==> src/rtl/gcd_dispatch_if.sv <==
// Handshake bundle for gcd_dispatch: upstream operand stream, GCD core link,
// and downstream result stream. slave is the dispatcher's view, master the environment's.
interface gcd_dispatch_if #(
    parameter int W = 4
);
    logic         in_valid;
    logic         in_ready;
    logic [W-1:0] in_a;
    logic [W-1:0] in_b;

    logic [W-1:0] core_a;
    logic [W-1:0] core_b;
    logic         core_start;
    logic [W-1:0] core_q;
    logic         core_done;

    logic         out_valid;
    logic         out_ready;
    logic [W-1:0] out_q;
    logic [W-1:0] out_a;
    logic [W-1:0] out_b;
    logic         out_err;
    logic         busy;

    modport slave (
        input  in_valid, in_a, in_b, core_q, core_done, out_ready,
        output in_ready, core_a, core_b, core_start,
               out_valid, out_q, out_a, out_b, out_err, busy
    );

    modport master (
        output in_valid, in_a, in_b, core_q, core_done, out_ready,
        input  in_ready, core_a, core_b, core_start,
               out_valid, out_q, out_a, out_b, out_err, busy
    );
endinterface

==> src/rtl/gcd_dispatch.sv <==
// Operand FIFO feeding an external GCD core one pair at a time, with zero-operand
// bypass, a WAIT timeout and a held result stage.
//
// state | meaning
// IDLE  | waiting for a queued pair; pops the head when one is present
// ISSUE | core_start pulse, timeout counter cleared
// WAIT  | waiting for core_done or timeout
// HOLD  | result presented on out_*, released by out_ready
module gcd_dispatch #(
    parameter int W       = 4,
    parameter int DEPTH   = 4,
    parameter int TIMEOUT = 64
) (
    input logic          clk,
    input logic          rst,
    gcd_dispatch_if.slave bus
);
    localparam int AW = $clog2(DEPTH);
    localparam int CW = (TIMEOUT > 1) ? $clog2(TIMEOUT) : 1;
    localparam logic [CW-1:0] TC = CW'(TIMEOUT - 1);

    typedef enum logic [1:0] {IDLE, ISSUE, WAIT, HOLD} state_t;

    logic [W-1:0]  r_mem_a [DEPTH];
    logic [W-1:0]  r_mem_b [DEPTH];
    logic [AW-1:0] r_wptr;
    logic [AW-1:0] r_rptr;
    logic [AW:0]   r_count;

    state_t        r_state;
    logic [W-1:0]  r_a;
    logic [W-1:0]  r_b;
    logic [W-1:0]  r_q;
    logic          r_err;
    logic          r_start;
    logic          r_valid;
    logic          r_busy;
    logic [CW-1:0] r_cnt;

    logic          w_in_ready;
    logic          w_push;
    logic          w_pop;
    logic [W-1:0]  w_head_a;
    logic [W-1:0]  w_head_b;

    // Pop only sees the registered count, so a pair pushed at an edge is poppable from the next one.
    assign w_in_ready = (r_count < (AW+1)'(DEPTH));
    assign w_push     = bus.in_valid && w_in_ready;
    assign w_pop      = (r_state == IDLE) && (r_count != '0);
    assign w_head_a   = r_mem_a[r_rptr];
    assign w_head_b   = r_mem_b[r_rptr];

    always_ff @(posedge clk) begin
        if (w_push) begin
            r_mem_a[r_wptr] <= bus.in_a;
            r_mem_b[r_wptr] <= bus.in_b;
        end
    end

    always_ff @(posedge clk or negedge rst) begin
        if (!rst) begin
            r_wptr  <= '0;
            r_rptr  <= '0;
            r_count <= '0;
        end else begin
            if (w_push) r_wptr <= r_wptr + AW'(1);
            if (w_pop)  r_rptr <= r_rptr + AW'(1);
            case ({w_push, w_pop})
                2'b10:   r_count <= r_count + (AW+1)'(1);
                2'b01:   r_count <= r_count - (AW+1)'(1);
                default: r_count <= r_count;
            endcase
        end
    end

    always_ff @(posedge clk or negedge rst) begin
        if (!rst) begin
            r_state <= IDLE;
            r_a     <= '0;
            r_b     <= '0;
            r_q     <= '0;
            r_err   <= 1'b0;
            r_start <= 1'b0;
            r_valid <= 1'b0;
            r_busy  <= 1'b0;
            r_cnt   <= '0;
        end else begin
            r_start <= 1'b0;
            case (r_state)
                IDLE: begin
                    if (w_pop) begin
                        r_a    <= w_head_a;
                        r_b    <= w_head_b;
                        r_busy <= 1'b1;
                        if (w_head_a == '0 || w_head_b == '0) begin
                            r_q     <= w_head_a | w_head_b;
                            r_err   <= 1'b0;
                            r_valid <= 1'b1;
                            r_state <= HOLD;
                        end else begin
                            r_start <= 1'b1;
                            r_state <= ISSUE;
                        end
                    end
                end
                ISSUE: begin
                    r_cnt   <= '0;
                    r_state <= WAIT;
                end
                WAIT: begin
                    // core_done is tested first so it wins over a coincident timeout.
                    if (bus.core_done) begin
                        r_q     <= bus.core_q;
                        r_err   <= 1'b0;
                        r_valid <= 1'b1;
                        r_state <= HOLD;
                    end else if (r_cnt == TC) begin
                        r_q     <= '0;
                        r_err   <= 1'b1;
                        r_valid <= 1'b1;
                        r_state <= HOLD;
                    end else begin
                        r_cnt <= r_cnt + CW'(1);
                    end
                end
                HOLD: begin
                    if (bus.out_ready) begin
                        r_valid <= 1'b0;
                        r_busy  <= 1'b0;
                        r_state <= IDLE;
                    end
                end
                default: r_state <= IDLE;
            endcase
        end
    end

    assign bus.in_ready   = w_in_ready;
    assign bus.core_a     = r_a;
    assign bus.core_b     = r_b;
    assign bus.core_start = r_start;
    assign bus.out_valid  = r_valid;
    assign bus.out_q      = r_q;
    assign bus.out_a      = r_a;
    assign bus.out_b      = r_b;
    assign bus.out_err    = r_err;
    assign bus.busy       = r_busy;
endmodule
==> src/flat_wrapper.sv <==
// flat-port wrapper written by rule: the top's interface ports become plain ports
module gcd_dispatch_flat 
#(
    parameter int W       = 4,
    parameter int DEPTH   = 4,
    parameter int TIMEOUT = 64
)
  (clk, rst, bus_in_valid, bus_in_a, bus_in_b, bus_core_q, bus_core_done, bus_out_ready, bus_in_ready, bus_core_a, bus_core_b, bus_core_start, bus_out_valid, bus_out_q, bus_out_a, bus_out_b, bus_out_err, bus_busy);
  gcd_dispatch_if #(.W(W)) bus_i ();
  input logic clk;
  input logic rst;
  input wire logic [$bits(bus_i.in_valid)-1:0] bus_in_valid;
  input wire logic [$bits(bus_i.in_a)-1:0] bus_in_a;
  input wire logic [$bits(bus_i.in_b)-1:0] bus_in_b;
  input wire logic [$bits(bus_i.core_q)-1:0] bus_core_q;
  input wire logic [$bits(bus_i.core_done)-1:0] bus_core_done;
  input wire logic [$bits(bus_i.out_ready)-1:0] bus_out_ready;
  output wire logic [$bits(bus_i.in_ready)-1:0] bus_in_ready;
  output wire logic [$bits(bus_i.core_a)-1:0] bus_core_a;
  output wire logic [$bits(bus_i.core_b)-1:0] bus_core_b;
  output wire logic [$bits(bus_i.core_start)-1:0] bus_core_start;
  output wire logic [$bits(bus_i.out_valid)-1:0] bus_out_valid;
  output wire logic [$bits(bus_i.out_q)-1:0] bus_out_q;
  output wire logic [$bits(bus_i.out_a)-1:0] bus_out_a;
  output wire logic [$bits(bus_i.out_b)-1:0] bus_out_b;
  output wire logic [$bits(bus_i.out_err)-1:0] bus_out_err;
  output wire logic [$bits(bus_i.busy)-1:0] bus_busy;
  assign bus_i.in_valid = bus_in_valid;
  assign bus_i.in_a = bus_in_a;
  assign bus_i.in_b = bus_in_b;
  assign bus_i.core_q = bus_core_q;
  assign bus_i.core_done = bus_core_done;
  assign bus_i.out_ready = bus_out_ready;
  assign bus_in_ready = bus_i.in_ready;
  assign bus_core_a = bus_i.core_a;
  assign bus_core_b = bus_i.core_b;
  assign bus_core_start = bus_i.core_start;
  assign bus_out_valid = bus_i.out_valid;
  assign bus_out_q = bus_i.out_q;
  assign bus_out_a = bus_i.out_a;
  assign bus_out_b = bus_i.out_b;
  assign bus_out_err = bus_i.out_err;
  assign bus_busy = bus_i.busy;
  gcd_dispatch #(.W(W), .DEPTH(DEPTH), .TIMEOUT(TIMEOUT)) u_core (.clk(clk), .rst(rst), .bus(bus_i));
endmodule
==> config.mk <==
export PLATFORM = sky130hd
export DESIGN_NAME = gcd_dispatch_flat
export DESIGN_NICKNAME = d
export VERILOG_FILES = /design/src/rtl/gcd_dispatch_if.sv /design/src/rtl/gcd_dispatch.sv /design/src/flat_wrapper.sv
export SDC_FILE = /design/constraint.sdc
export NUM_CORES = 1
export LEC_CHECK = 0
export CAP_MARGIN = 20
export CORE_MARGIN = 1.5
export CORE_UTILIZATION = 30
export CTS_BUF_LIST = sky130_fd_sc_hd__clkbuf_4
export CTS_CLUSTER_DIAMETER = 40
export CTS_CLUSTER_SIZE = 25
export DETAILED_ROUTE_END_ITERATION = 12
export GPL_TIMING_DRIVEN = 0
export PLACE_DENSITY_LB_ADDON = 0.1
export REMOVE_ABC_BUFFERS = 1
export SLEW_MARGIN = 15
export SYNTH_ARGS = -nofsm -noshare
export SYNTH_HDL_FRONTEND = slang
export SYNTH_SLANG_ARGS = --single-unit
==> constraint.sdc <==
create_clock -name clk -period 4.75 [get_ports clk]
set_clock_uncertainty 0.05 [all_clocks]
set_input_delay 0.475 -clock clk [delete_from_list [all_inputs] [get_ports clk]]
set_output_delay 0.475 -clock clk [all_outputs]
set_load 0.02 [all_outputs]
After elaboration in Yosys (flattened, before gate mapping)
Memory sizes are Yosys's and may differ from the RTL's.
Index checks and enable logic that the tools add are counted.
- register bits after elaboration: 31
- latch bits: 0
- RAM bits: 32
- memory bits (read-only): 0
- input port bits: 17
- output and inout port bits: 25
- logic and storage cells: 83
- memories: 2
- memories (memory ; depth ; width ; rd ports ; clocked after memory_dff ; write ports ; RTL line ; RTL):
    u_core.r_mem_a ; 4 ; 4 ; 1 ; 0 ; 1 ; gcd_dispatch.sv:24 ; logic [W-1:0] r_mem_a [DEPTH];
    u_core.r_mem_b ; 4 ; 4 ; 1 ; 0 ; 1 ; gcd_dispatch.sv:25 ; logic [W-1:0] r_mem_b [DEPTH];
- $add $sub $neg: 5
- multipliers: 0
- divide/modulo/power cells: 0
- magnitude comparators: 1
- eq/ne operators: 12
- shift operators: 0
- multiplexer cells: 32
- bitwise logic cells: 1
- reduce and logical (&&, ||, !) cells: 18
- operator list (operator ; number):
    two-way mux 4 bit ; 4
    two-way mux 1 bit ; 14
    two-way mux 6 bit ; 2
    case mux 6 bit (2 select lines) ; 1
    two-way mux 2 bit ; 5
    AND reduction 3 bit ; 3
    logical NOT 4 bit ; 2
    inequality test 2 bit, second input constant ; 4
    case mux 2 bit (4 select lines) ; 1
    case mux 4 bit (2 select lines) ; 1
    nonzero test 2 bit ; 4
    adder 6 x 1 -> 6 bit, second input constant ; 1
    equality test 2 bit, second input constant ; 3
    equality test 6 bit, second input constant ; 1
    case mux 3 bit (2 select lines) ; 1
    nonzero test 3 bit ; 2
    AND reduction 5 bit ; 1
    adder 2 x 1 -> 2 bit, second input constant ; 2
    equality test 2 x 1 -> 1 bit, second input constant ; 2
    OR 4 bit ; 1
    case mux 1 bit (2 select lines) ; 2
    AND reduction 4 bit ; 1
    adder 3 x 1 -> 3 bit, second input constant ; 1
    less-than comparator 3 bit, second input constant ; 1
    other kinds (8) ; 9

Logic depth before layout (Yosys ltp)
An unclocked memory read counts as a cell.
- depth in word-level cells: 6
- depth in mapped cells: 10
- mapped depth without buffers: 9

Least setup slack after synthesis
No wires, ideal clock.
- path kind: register to register
- start point: register u_core.r_state[0]
- end point: register u_core.r_count[2]
- setup time: 80 ps
- arrival: 2375 ps
- required time: 4620 ps
- slack: 2245 ps
- stages on the path, launching flop included: 11
- buffers on the path: 1
- path through: dfrtp_1 > inv_1 > ha_1 > nor2b_1 > buf_1 > ha_1 > inv_1 > fa_1 > xor2_1 > nor2_1 > xnor2_1
- word-level cells in the longest chain between the ends: 4
- elaborated cells between the ends (all ways): 6
- those cells by class: 2 x eq/ne; 1 x mux; 3 x reduce/logical
- RTL lines (item ; RTL line ; RTL):
    from (decl) ; gcd_dispatch.sv:30 ; state_t r_state;
    from (signal assigned) ; gcd_dispatch.sv:78 ; r_state <= IDLE;
    from (signal assigned) ; gcd_dispatch.sv:99 ; r_state <= HOLD;
    from (signal assigned) ; gcd_dispatch.sv:102 ; r_state <= ISSUE;
    logical NOT 2 bit * ; gcd_dispatch.sv:49 ; assign w_pop = (r_state == IDLE) && (r_count != '0);
    logical AND 1 bit * ; gcd_dispatch.sv:49 ;
    equality test 2 x 1 -> 1 bit / equality test 2 bit (equally long branches) ; gcd_dispatch.sv:68 ; case ({w_push, w_pop})
    case mux 3 bit (2 select lines) / nonzero test 2 bit (equally long branches) ; -- ;
    to (signal assigned) ; gcd_dispatch.sv:69 ; 2'b10: r_count <= r_count + (AW+1)'(1);
    to (signal assigned) ; gcd_dispatch.sv:70 ; 2'b01: r_count <= r_count - (AW+1)'(1);
    to (signal assigned) ; gcd_dispatch.sv:71 ; default: r_count <= r_count;
    to (decl) ; gcd_dispatch.sv:28 ; logic [AW:0] r_count;
Every way passes the cells marked *; elsewhere a longest branch is shown, timed or not.
A chain may end at the register's enable or synchronous reset.

Final worst setup path
Same ends and word-level chain as after synthesis.

==> results.cfg <==
[pwr]
p_leak_nw = 1.342
cellPowerDensity_nw_per_um2 = 648.9
ir_drop_mv = 0.1542

[timing]
slew_violations = 0
tightest_slew_ps = 1067
finalHoldViolCount = 0
setup_ws_ps = 1663
fmax_mhz = 324.0
slew_headroom = 0.2875
holdWs_ps = 462.7
post-route-period-util = 0.6499
setup_tns_ps = 0
period_minus_slack_ps = 3087
rsz0062_at_grt = no
finalSetupViolations = 0

[worst_hold_path]
hp-class = reg -> reg
holdPathStages = 1

[layout]
seqCellArea_um2 = 1737
num-nets-final = 269
n_fill_cell = 904
area_delta_synth_final_pct = 22.70
diodes = 0
post_layout_nonfiller_instances = 375
multi_input_comb_area_um2 = 1026
drive_above_1_share = 0.1463

[place]
gp_congestion = 0.7556
portBuffers = 41
dp_slack_ps = 1623
dpl.hpwl_um = 3813
placedCellCount = 358

[drt]
post_drt_via_cell_ratio = 4.421
firstDrtPassIters = 4
routed-via-count = 1658
met3_length_um = 199
top_layer = met4
antenna_left = 0
dr_wl_met2_um = 2518
routedLengthMet1_um = 2557
drc = 0
routedWlPerCell_um = 14.20
routed_wirelength_um = 5324
drt_iter0_markers = 39

[setup_path]
path_class = reg -> reg
cp_cell_sequence = inv_1 -> ha_1 -> nor2b_1 -> ha_1 -> inv_1 -> fa_1 -> xor2_1 -> nor2_1 -> xnor2_1
reg2regPathDepth = 9
critPathSlowestCell = nor2b_1
max_stage_delay_ps = 890
critPathLaunchType = flop
required_ps = 5030
path_max_fanout = 11
cp_data_arrival_time_ps = 3370
endpoint_kind = flop

[clock_tree]
cts_made_buffers = 9
htreeDepth = 3
clock_latency_ps = 390
clockBufferDepth = 2
cts.clk_slew.worst_paths_ps = 110
clock_sinks = 63
cts_tree = built
root_buffer = clkbuf_4

[yosys]
synth_edf_count = 32
synth_top_area_share = 0.3320
synth_cells = 200
synth-async-reset-ratio = 0.4921
ys_warn_count = 0
yosys-top-cells-area = edfxtp_1 33%, dfrtp_1 27%, ha_1 4.3%
synth_seq_area_share = 0.6001
yosysMostFrequentCell = edfxtp_1
synth.area.mux_share = 0.1280
synth_top_family_by_area = multiplexers
synthFlopType = edfxtp_1
synth_fa_ha_area_frac = 0.05015
synth-xor-area-share = 0.02118
synth_simple_gate_area_frac = 0.08258
synth_commonest_cells = 32 x edfxtp_1, 31 x dfrtp_1, 12 x inv_1
synth_top_area_cell = edfxtp_1
synth_area_um2 = 2894
yosys.cell_types.count = 42
synth_compound_area_frac = 0.07263
ys_seq_elements = 63
syn_area_per_cell_um2 = 14.47

[global_routing]
first_global_vias = 1748
overflow = 0
grt_pass1_wl_um = 8769
grt_usage = 0.1152
antenna_found_initial = 0
grt_max_degree = 19

[floorplanning]
die_area_um2 = 10240
io_pins = 42
rows = 35
die_w_um = 101.2
die_y_um = 101.2
coreArea_um2 = 9284
initial_core_util = 0.3117

[flow_run]
max_cap_violations = 0

[run_status]
outcome = finished, final reports clean
[kinds of logic after synthesis]
kind of cell / after synthesis
xor+xnor: 7
mux: 22
flops: 63
compound gates: 29
simple gates: 43
fa+ha+maj: 11
buf+inv: 25
[critical path: cells and delay by family (launching register included)]
family	cells	cell delay, ps
adders and majority gates	3	1100
and+or+nand+nor	2	1000
DFF	1	420
xor gates and xnor gates	2	270
buffers and inverters	2	180
[flip-flops by register name (all words and copies together) (netlist names)]
signal                 cells
u_core.bus.busy            1
u_core.bus.core_a          4
u_core.bus.core_b          4
u_core.bus.core_start      1
u_core.bus.out_err         1
u_core.bus.out_q           4
u_core.bus.out_valid       1
u_core.r_cnt               6
u_core.r_count             3
u_core.r_mem_a            16
u_core.r_mem_b            16
u_core.r_rptr              2
u_core.r_state             2
u_core.r_wptr              2
[final timing paths]
path,startpoint,end,slack [ps]
setup / recovery,u_core.r_state[0]$_DFFE_PN0P_,u_core.r_count[2]$_DFFE_PN0P_,1660
hold / removal,u_core.r_count[0]$_DFFE_PN0P_,u_core.r_count[0]$_DFFE_PN0P_,460
max in group asynchronous,rst,u_core.bus.core_a[1]$_DFFE_PN0P_,3740
hold reg to reg,u_core.r_count[0]$_DFFE_PN0P_,u_core.r_count[0]$_DFFE_PN0P_,460
min in group asynchronous,rst,u_core.r_cnt[5]$_DFFE_PN0P_,470
setup reg to reg,u_core.r_state[0]$_DFFE_PN0P_,u_core.r_count[2]$_DFFE_PN0P_,1660
[cell type report]
type | count | share of cell area
clock buffers | 9 | 0.01903
clock inverters | 7 | 0.02008
inverters | 12 | 0.01268
multi-input cells | 112 | 0.2889
flip-flops and latches | 63 | 0.4891
well taps | 129 | 0.04545
repair buffers | 43 | 0.1247
[placed cells by master, fill, tap and decap left out, types with 2 or more instances in the layout]
cell             synthesis  routed
nor2_1                   8       8
ha_1                    10      10
a31oi_1                  3       3
mux2_1                   2       2
inv_1                   12      12
nor3_1                   2       2
o21ai_0                 10      10
xor2_1                   3       3
and2_1                   4       4
nand2b_1                 2       2
mux2_4                   5       5
clkbuf_4                 0       9
mux4_1                   4       4
clkinvlp_4               0       2
dfrtp_1                 31      31
xnor2_1                  4       4
nand3_1                  7       7
or4_1                    2       2
nand2_1                  8       8
edfxtp_1                32      32
a21oi_1                  6       6
o31ai_1                  2       2
nor2b_1                  5       5
clkdlybuf4s50_1          0      40
mux2_2                   6       6
mux4_2                   4       4
[per-stage QoR]
stage               area (um2)    util  total power [mW]
floorplan                 2808       -             1.583
global placement          3379  0.3640             1.974
detailed placement        3402  0.3664             1.982
CTS                       3551  0.3825             2.353
global route              3551  0.3825             2.476
finish                    3551  0.3825             2.304
[power by group]
group	internal (mW)	leakage, nW	switching, mW	total [mW]
sequential	0.738	0.667	0.120	0.858
combinational	0.537	0.605	0.545	1.08
clock	0.160	0.0700	0.204	0.364
total	1.44	1.34	0.868	2.30
[repair_timing]
item                                    CTS  global route
resized for setup                         0             0
hold endpoints to repair                 13             0
buffers inserted                          0             0
endpoints found under the setup margin    0             0
hold buffers                              1             0
[layer usage]
metal / up-vias / GRT usage
met5: - / 0
met4: 0 / 0.05662
met3: 5 / 0.03658
met2: 33 / 0.1771
met1: 808 / 0.1475
li1: 812 / -
(Power assumes the default switching activity.)
